$ cat src/rtl/button_conditioner_pkg.sv
// Shared types and button bit indices for the push-button conditioning path.
package button_conditioner_pkg;

  typedef enum logic [1:0] {
    IDLE         = 2'd0,
    PRESS_WAIT   = 2'd1,
    PRESSED      = 2'd2,
    RELEASE_WAIT = 2'd3
  } btn_state_t;

  localparam int unsigned BTN_U = 0;
  localparam int unsigned BTN_D = 1;
  localparam int unsigned BTN_L = 2;
  localparam int unsigned BTN_R = 3;
  localparam int unsigned BTN_C = 4;

endpackage

$ cat src/rtl/button_conditioner_btn_debounce_ch.sv
// One button channel: 2-FF synchronizer, debounce FSM and auto-repeat timer.
module btn_debounce_ch #(
  parameter int unsigned DEBOUNCE_CYCLES = 1000000,
  parameter int unsigned REPEAT_DELAY    = 50000000,
  parameter int unsigned REPEAT_RATE     = 10000000
) (
  input  logic clk_i,
  input  logic rst_i,
  input  logic raw_i,
  output logic level_o,
  output logic press_o,
  output logic release_o,
  output logic repeat_o,
  output logic press_next_o
);
  import button_conditioner_pkg::*;

  localparam int unsigned DebW    = $clog2(DEBOUNCE_CYCLES);
  localparam int unsigned RepMax  = (REPEAT_DELAY > REPEAT_RATE) ? REPEAT_DELAY : REPEAT_RATE;
  localparam int unsigned RepW    = (RepMax > 1) ? $clog2(RepMax) : 1;
  localparam bit          RepeatEn = (REPEAT_DELAY > 0);
  localparam int unsigned DelayM1 = RepeatEn ? REPEAT_DELAY - 1 : 0;
  localparam int unsigned RateM1  = (REPEAT_RATE > 0) ? REPEAT_RATE - 1 : 0;

  localparam logic [DebW-1:0] DebLast   = DebW'(DEBOUNCE_CYCLES - 1);
  localparam logic [RepW-1:0] DelayLast = RepW'(DelayM1);
  localparam logic [RepW-1:0] RateLast  = RepW'(RateM1);

  logic            s1_q, s2_q;
  btn_state_t      state_q, state_d;
  logic [DebW-1:0] deb_cnt_q, deb_cnt_d;
  logic [RepW-1:0] rep_cnt_q, rep_cnt_d;
  logic            first_rep_q, first_rep_d;
  logic            level_q, level_d;
  logic            press_q, press_d;
  logic            release_q, release_d;
  logic            repeat_q, repeat_d;

  always_comb begin
    state_d     = state_q;
    deb_cnt_d   = deb_cnt_q;
    rep_cnt_d   = rep_cnt_q;
    first_rep_d = first_rep_q;
    level_d     = level_q;
    press_d     = 1'b0;
    release_d   = 1'b0;
    repeat_d    = 1'b0;
    unique case (state_q)
      IDLE: begin
        if (s2_q) begin
          state_d   = PRESS_WAIT;
          deb_cnt_d = '0;
        end
      end
      PRESS_WAIT: begin
        if (!s2_q) begin
          state_d = IDLE;
        end else if (deb_cnt_q == DebLast) begin
          state_d     = PRESSED;
          press_d     = 1'b1;
          level_d     = 1'b1;
          rep_cnt_d   = '0;
          first_rep_d = 1'b1;
        end else begin
          deb_cnt_d = deb_cnt_q + DebW'(1);
        end
      end
      PRESSED: begin
        if (!s2_q) begin
          state_d   = RELEASE_WAIT;
          deb_cnt_d = '0;
        end else if (RepeatEn) begin
          if (first_rep_q && (rep_cnt_q == DelayLast)) begin
            repeat_d    = 1'b1;
            rep_cnt_d   = '0;
            first_rep_d = 1'b0;
          end else if (!first_rep_q && (rep_cnt_q == RateLast)) begin
            repeat_d  = 1'b1;
            rep_cnt_d = '0;
          end else begin
            rep_cnt_d = rep_cnt_q + RepW'(1);
          end
        end
      end
      RELEASE_WAIT: begin
        // A bounce back high resumes the hold; the repeat phase is kept.
        if (s2_q) begin
          state_d   = PRESSED;
          rep_cnt_d = '0;
        end else if (deb_cnt_q == DebLast) begin
          state_d   = IDLE;
          release_d = 1'b1;
          level_d   = 1'b0;
        end else begin
          deb_cnt_d = deb_cnt_q + DebW'(1);
        end
      end
      default: state_d = IDLE;
    endcase
  end

  always_ff @(posedge clk_i or posedge rst_i) begin
    if (rst_i) begin
      s1_q        <= 1'b0;
      s2_q        <= 1'b0;
      state_q     <= IDLE;
      deb_cnt_q   <= '0;
      rep_cnt_q   <= '0;
      first_rep_q <= 1'b0;
      level_q     <= 1'b0;
      press_q     <= 1'b0;
      release_q   <= 1'b0;
      repeat_q    <= 1'b0;
    end else begin
      s1_q        <= raw_i;
      s2_q        <= s1_q;
      state_q     <= state_d;
      deb_cnt_q   <= deb_cnt_d;
      rep_cnt_q   <= rep_cnt_d;
      first_rep_q <= first_rep_d;
      level_q     <= level_d;
      press_q     <= press_d;
      release_q   <= release_d;
      repeat_q    <= repeat_d;
    end
  end

  assign level_o      = level_q;
  assign press_o      = press_q;
  assign release_o    = release_q;
  assign repeat_o     = repeat_q;
  assign press_next_o = press_d;

endmodule

$ cat src/rtl/button_conditioner.sv
// Conditions the raw push-buttons into clean level/press/release/repeat signals on ClkPort.
module button_conditioner #(
  parameter int unsigned N_BTN           = 5,
  parameter int unsigned DEBOUNCE_CYCLES = 1000000,
  parameter int unsigned REPEAT_DELAY    = 50000000,
  parameter int unsigned REPEAT_RATE     = 10000000
) (
  input  logic             ClkPort,
  input  logic             Reset,
  input  logic [N_BTN-1:0] btn_raw,
  output logic [N_BTN-1:0] btn_level,
  output logic [N_BTN-1:0] btn_press,
  output logic [N_BTN-1:0] btn_release,
  output logic [N_BTN-1:0] btn_repeat,
  output logic             any_press
);
  import button_conditioner_pkg::*;

  logic [N_BTN-1:0] press_next;
  logic             any_press_q, any_press_d;

  for (genvar i = 0; i < N_BTN; i++) begin : g_ch
    btn_debounce_ch #(
      .DEBOUNCE_CYCLES(DEBOUNCE_CYCLES),
      .REPEAT_DELAY   (REPEAT_DELAY),
      .REPEAT_RATE    (REPEAT_RATE)
    ) u_ch (
      .clk_i       (ClkPort),
      .rst_i       (Reset),
      .raw_i       (btn_raw[i]),
      .level_o     (btn_level[i]),
      .press_o     (btn_press[i]),
      .release_o   (btn_release[i]),
      .repeat_o    (btn_repeat[i]),
      .press_next_o(press_next[i])
    );
  end

  // Registered from the channels' next-state press so it lines up with btn_press.
  always_comb begin
    any_press_d = |press_next;
  end

  always_ff @(posedge ClkPort or posedge Reset) begin
    if (Reset) begin
      any_press_q <= 1'b0;
    end else begin
      any_press_q <= any_press_d;
    end
  end

  assign any_press = any_press_q;

endmodule

$ cat config.mk
export PLATFORM = sky130hd
export DESIGN_NAME = button_conditioner
export DESIGN_NICKNAME = d
export VERILOG_FILES = /design/src/rtl/button_conditioner_pkg.sv /design/src/rtl/button_conditioner_btn_debounce_ch.sv /design/src/rtl/button_conditioner.sv
export SDC_FILE = /design/constraint.sdc
export NUM_CORES = 1
export LEC_CHECK = 0
export ABC_AREA = 1
export CORE_UTILIZATION = 35
export DETAILED_ROUTE_END_ITERATION = 10
export DONT_BUFFER_PORTS = 1
export MAX_ROUTING_LAYER = met4
export PLACE_DENSITY_LB_ADDON = 0.12
export RECOVER_POWER = 25
export SLEW_MARGIN = 40
export SYNTH_ARGS = -nofsm -noshare
export SYNTH_HDL_FRONTEND = slang
export SYNTH_SLANG_ARGS = --single-unit
$ cat constraint.sdc
create_clock -name ClkPort -period 26.3 [get_ports ClkPort]
set_clock_uncertainty 0.15 [all_clocks]
set_input_delay 3.945 -clock ClkPort [delete_from_list [all_inputs] [get_ports ClkPort]]
set_output_delay 3.945 -clock ClkPort [all_outputs]
set_load 0.1 [all_outputs]
==> summary.txt <==
Run status
  • Status: complete, but fails checks
  • Violated checks: capacitance limit, slew limit

Global routing
  • First-pass GRT wire length: 84.39 mm
  • Vias in the first global route: 16780
  • Initial antenna violation count: 1
  • Largest net degree at the start of global routing: 103
  • Global route overflow: 0
  • GRT Resource Usage Total: 19.43%

Clock tree
  • Clock slew at reported path FFs: 0.06 ns
  • Clk_lat worst skew: 0.55 ns
  • Clk root buf: clkbuf_16
  • TritonCTS Buffers: 38
  • Hold Buf Count CTS: 0
  • H-tree depth reported by CTS: 2
  • Post_cts resized: 0
  • CTS Buffer Depth: 3
  • Post-CTS Setup Bufs: 0
  • TritonCTS clock tree: done
  • TritonCTS Sinks: 276

Layout
  • Final core utilization: 38.70%
  • Area occupied by multi-input gates: 10030 µm²
  • Final Cell Area: 20380 µm²
  • Commonest non-fill, non-tap cells in the layout: nand2_1, nor2_1, inv_1
  • Area grow syn2layout: 9.089%
  • ANT cells: 0
  • Commonest non-fill, non-tap cell in the layout: nand2_1
  • Register area: 6913 µm²
  • Final nets: 2828
  • Filler cells: 5627
  • Layout cells sized above 1: 4.249%

Detailed routing
  • Residual DRC: 0
  • Detailed Route Iter0 Violations: 1265
  • Routed length per instance: 14.31 µm
  • Via count: 17420
  • DRT antenna net count: 0
  • Routed WL: 50.26 mm
  • Vias per inst: 4.960
  • Router iterations before antenna repair: 6

Power and ir drop
  • Power per cell area: 68.87 nW/µm²
  • Pleak: 8.960 nW
  • Pwr Total: 1.403 mW
  • Worst-case vdd ir drop: 42.59 µV

Placement
  • IO buf count: 0
  • RePlAce Congestion: 0.9225
  • Hpwl dp: 36.49 mm
  • Area of placed instances: 19130 µm²

Yosys
  • Main synth FF type: dfrtp_1
  • Asr flop ratio synth: 100.0%
  • Ys Warns: 0
  • Post-synth EDFFs: 0
  • Synthesized Nets: 2868
  • Synthesized netlist cell count: 2835
  • Netlist cell types: 47
  • Syn_area_per_cell: 6.589 µm²
  • #FFs+latches synth: 276
  • Cell area after synthesis: 18680 µm²
  • Sequential-to-total area share from yosys stat: 36.98%

Die
  • I/O pins: 28
  • Die Wd: 233.0 µm
  • Initial Utilization: 35.47%
  • Core area: 52660 µm²
  • Die area: 54300 µm²
  • Std cell rows: 84
  • Die Y-Extent: 233.0 µm

Worst setup path
  • Critical Path Start Type: flop
  • CP Capture Type: output pin
  • Critical path fanouts, max: 1
  • Critical path class: flop to output pin
  • CP arrival: 1.46 ns
  • Required time of the critical path: 22.21 ns

Timing
  • Tmin final: 5.555 ns
  • RSZ-0062 raised after global routing: false
  • Final period util: 21.12%
  • Setup-failing EPs final: 0
  • Slew headroom: -45.72%
  • Max Clock Freq: 0.1800 GHz
  • Slew Limit Fails: 25
  • Worst-margin pin slew: 2.163 ns
  • Final Hold Fails: 0
  • Setup TNS: 0 ns

Run
  • Max_cap viols: 1

Hold path
  • Worst hold path type: flop to flop
-- report_power, final --
| group | leakage [nW] | internal, mW | switching [mW] |
|---|---|---|---|
| Sequential | 3.77 | 0.445 | 0.0242 |
| Clock | 0.657 | 0.348 | 0.200 |
| Combinational | 4.53 | 0.0781 | 0.308 |
| Total | 8.96 | 0.871 | 0.532 |
-- flip-flops by register name, indices dropped and copies added, names as in the netlist, named ones only --
| name | count |
|---|---|
| g_ch.u_ch.deb_cnt_q | 100 |
| g_ch.u_ch.rep_cnt_q | 130 |
| g_ch.u_ch.state_q | 5 |
| g_ch.u_ch.level_o | 5 |
| g_ch.u_ch.s2_q | 5 |
| g_ch.u_ch.repeat_o | 5 |
| any_press | 1 |
| g_ch.u_ch.press_o | 5 |
| g_ch.u_ch.s1_q | 5 |
| g_ch.u_ch.first_rep_q | 5 |
| g_ch.u_ch.release_o | 5 |
-- area by class of cell --
cell class | instances | share of cell area, %
clock inverters | 10 | 0.7491
well taps | 688 | 4.224
multi-input cells | 2159 | 49.21
clock buffers | 59 | 5.809
repair buffers | 7 | 0.2579
inverters | 313 | 5.827
flip-flops and latches | 276 | 33.92
-- path summary, 6_finish.rpt --
| check | start | to | slack, ns | cells after the start |
|---|---|---|---|---|
| worst max-delay path | g_ch[3].u_ch.release_o | btn_release[3] | 20.75 | 0 |
| worst min-delay path | g_ch[4].u_ch.s1_q | g_ch[4].u_ch.s2_q | 0.20 | 0 |
| worst max register to register | g_ch[1].u_ch.deb_cnt_q[0] | g_ch[1].u_ch.deb_cnt_q[19] | 22.47 | 6 |
| worst min register to register | g_ch[4].u_ch.s1_q | g_ch[4].u_ch.s2_q | 0.20 | 0 |
| max in group asynchronous | Reset | g_ch[2].u_ch.level_o | 21.15 | 3 |
| min in group asynchronous | Reset | g_ch[1].u_ch.press_o | 3.14 | 1 |
-- logic make-up (layout without fill, tap and decap cells) --
logic type / count (synthesis) / count (layout) / share of synthesized area, %
muxes: 1 / 1 / 0.05359
xor gates and xnor gates: 91 / 91 / 4.267
adders and majority gates: 26 / 26 / 1.742
AOI/OAI and AO/OA: 222 / 222 / 6.511
buffers and inverters: 400 / 389 / 8.969
and+or+nand+nor: 1819 / 1819 / 41.48
DFF: 276 / 276 / 36.97
-- cell usage after synthesis (4+ instances only) --
library cell,n,share of area (%)
buf_6,4,0.24
nand3b_1,16,0.64
xor2_1,74,3.5
nor4_1,4,0.13
nand2_2,10,0.33
nor3_2,4,0.21
inv_1,294,5.9
o21bai_1,6,0.24
dfrtp_1,276,37
clkbuf_1,18,0.36
nand3_1,242,6.5
a21oi_1,30,0.80
xnor2_1,17,0.80
nand2_1,884,18
o31ai_1,21,0.84
nor2_2,11,0.37
o21ai_0,87,2.3
nor2_1,456,9.2
buf_2,36,0.96
or2_2,11,0.37
ha_1,26,1.7
o21ai_1,67,1.8
nand4_1,111,3.7
inv_2,18,0.36
buf_4,26,1.0
nor3_1,54,1.4
-- metrics by stage --
stage	hold slack, ns	std cells	setup slack, ns
4_1_cts	0.1991	3512	20.66
5_1_grt	0.2034	3512	20.69
6_report	0.1963	3512	20.75
2_1_floorplan	0.1812	2835	14.60
3_3_place_gp	0.1849	3443	20.11
3_5_place_dp	0.1856	3443	20.07
-- routing by layer --
layer  track usage, %  vias to the layer above  part of all wire [%]
met1            25.55                     8079                    48
li1                 -                     8971                     -
met3            3.027                       65                   4.2
met2            31.14                      305                    46
met5                -                        -                     0
met4            4.800                        0                   1.9
(Power assumes the default switching activity.)
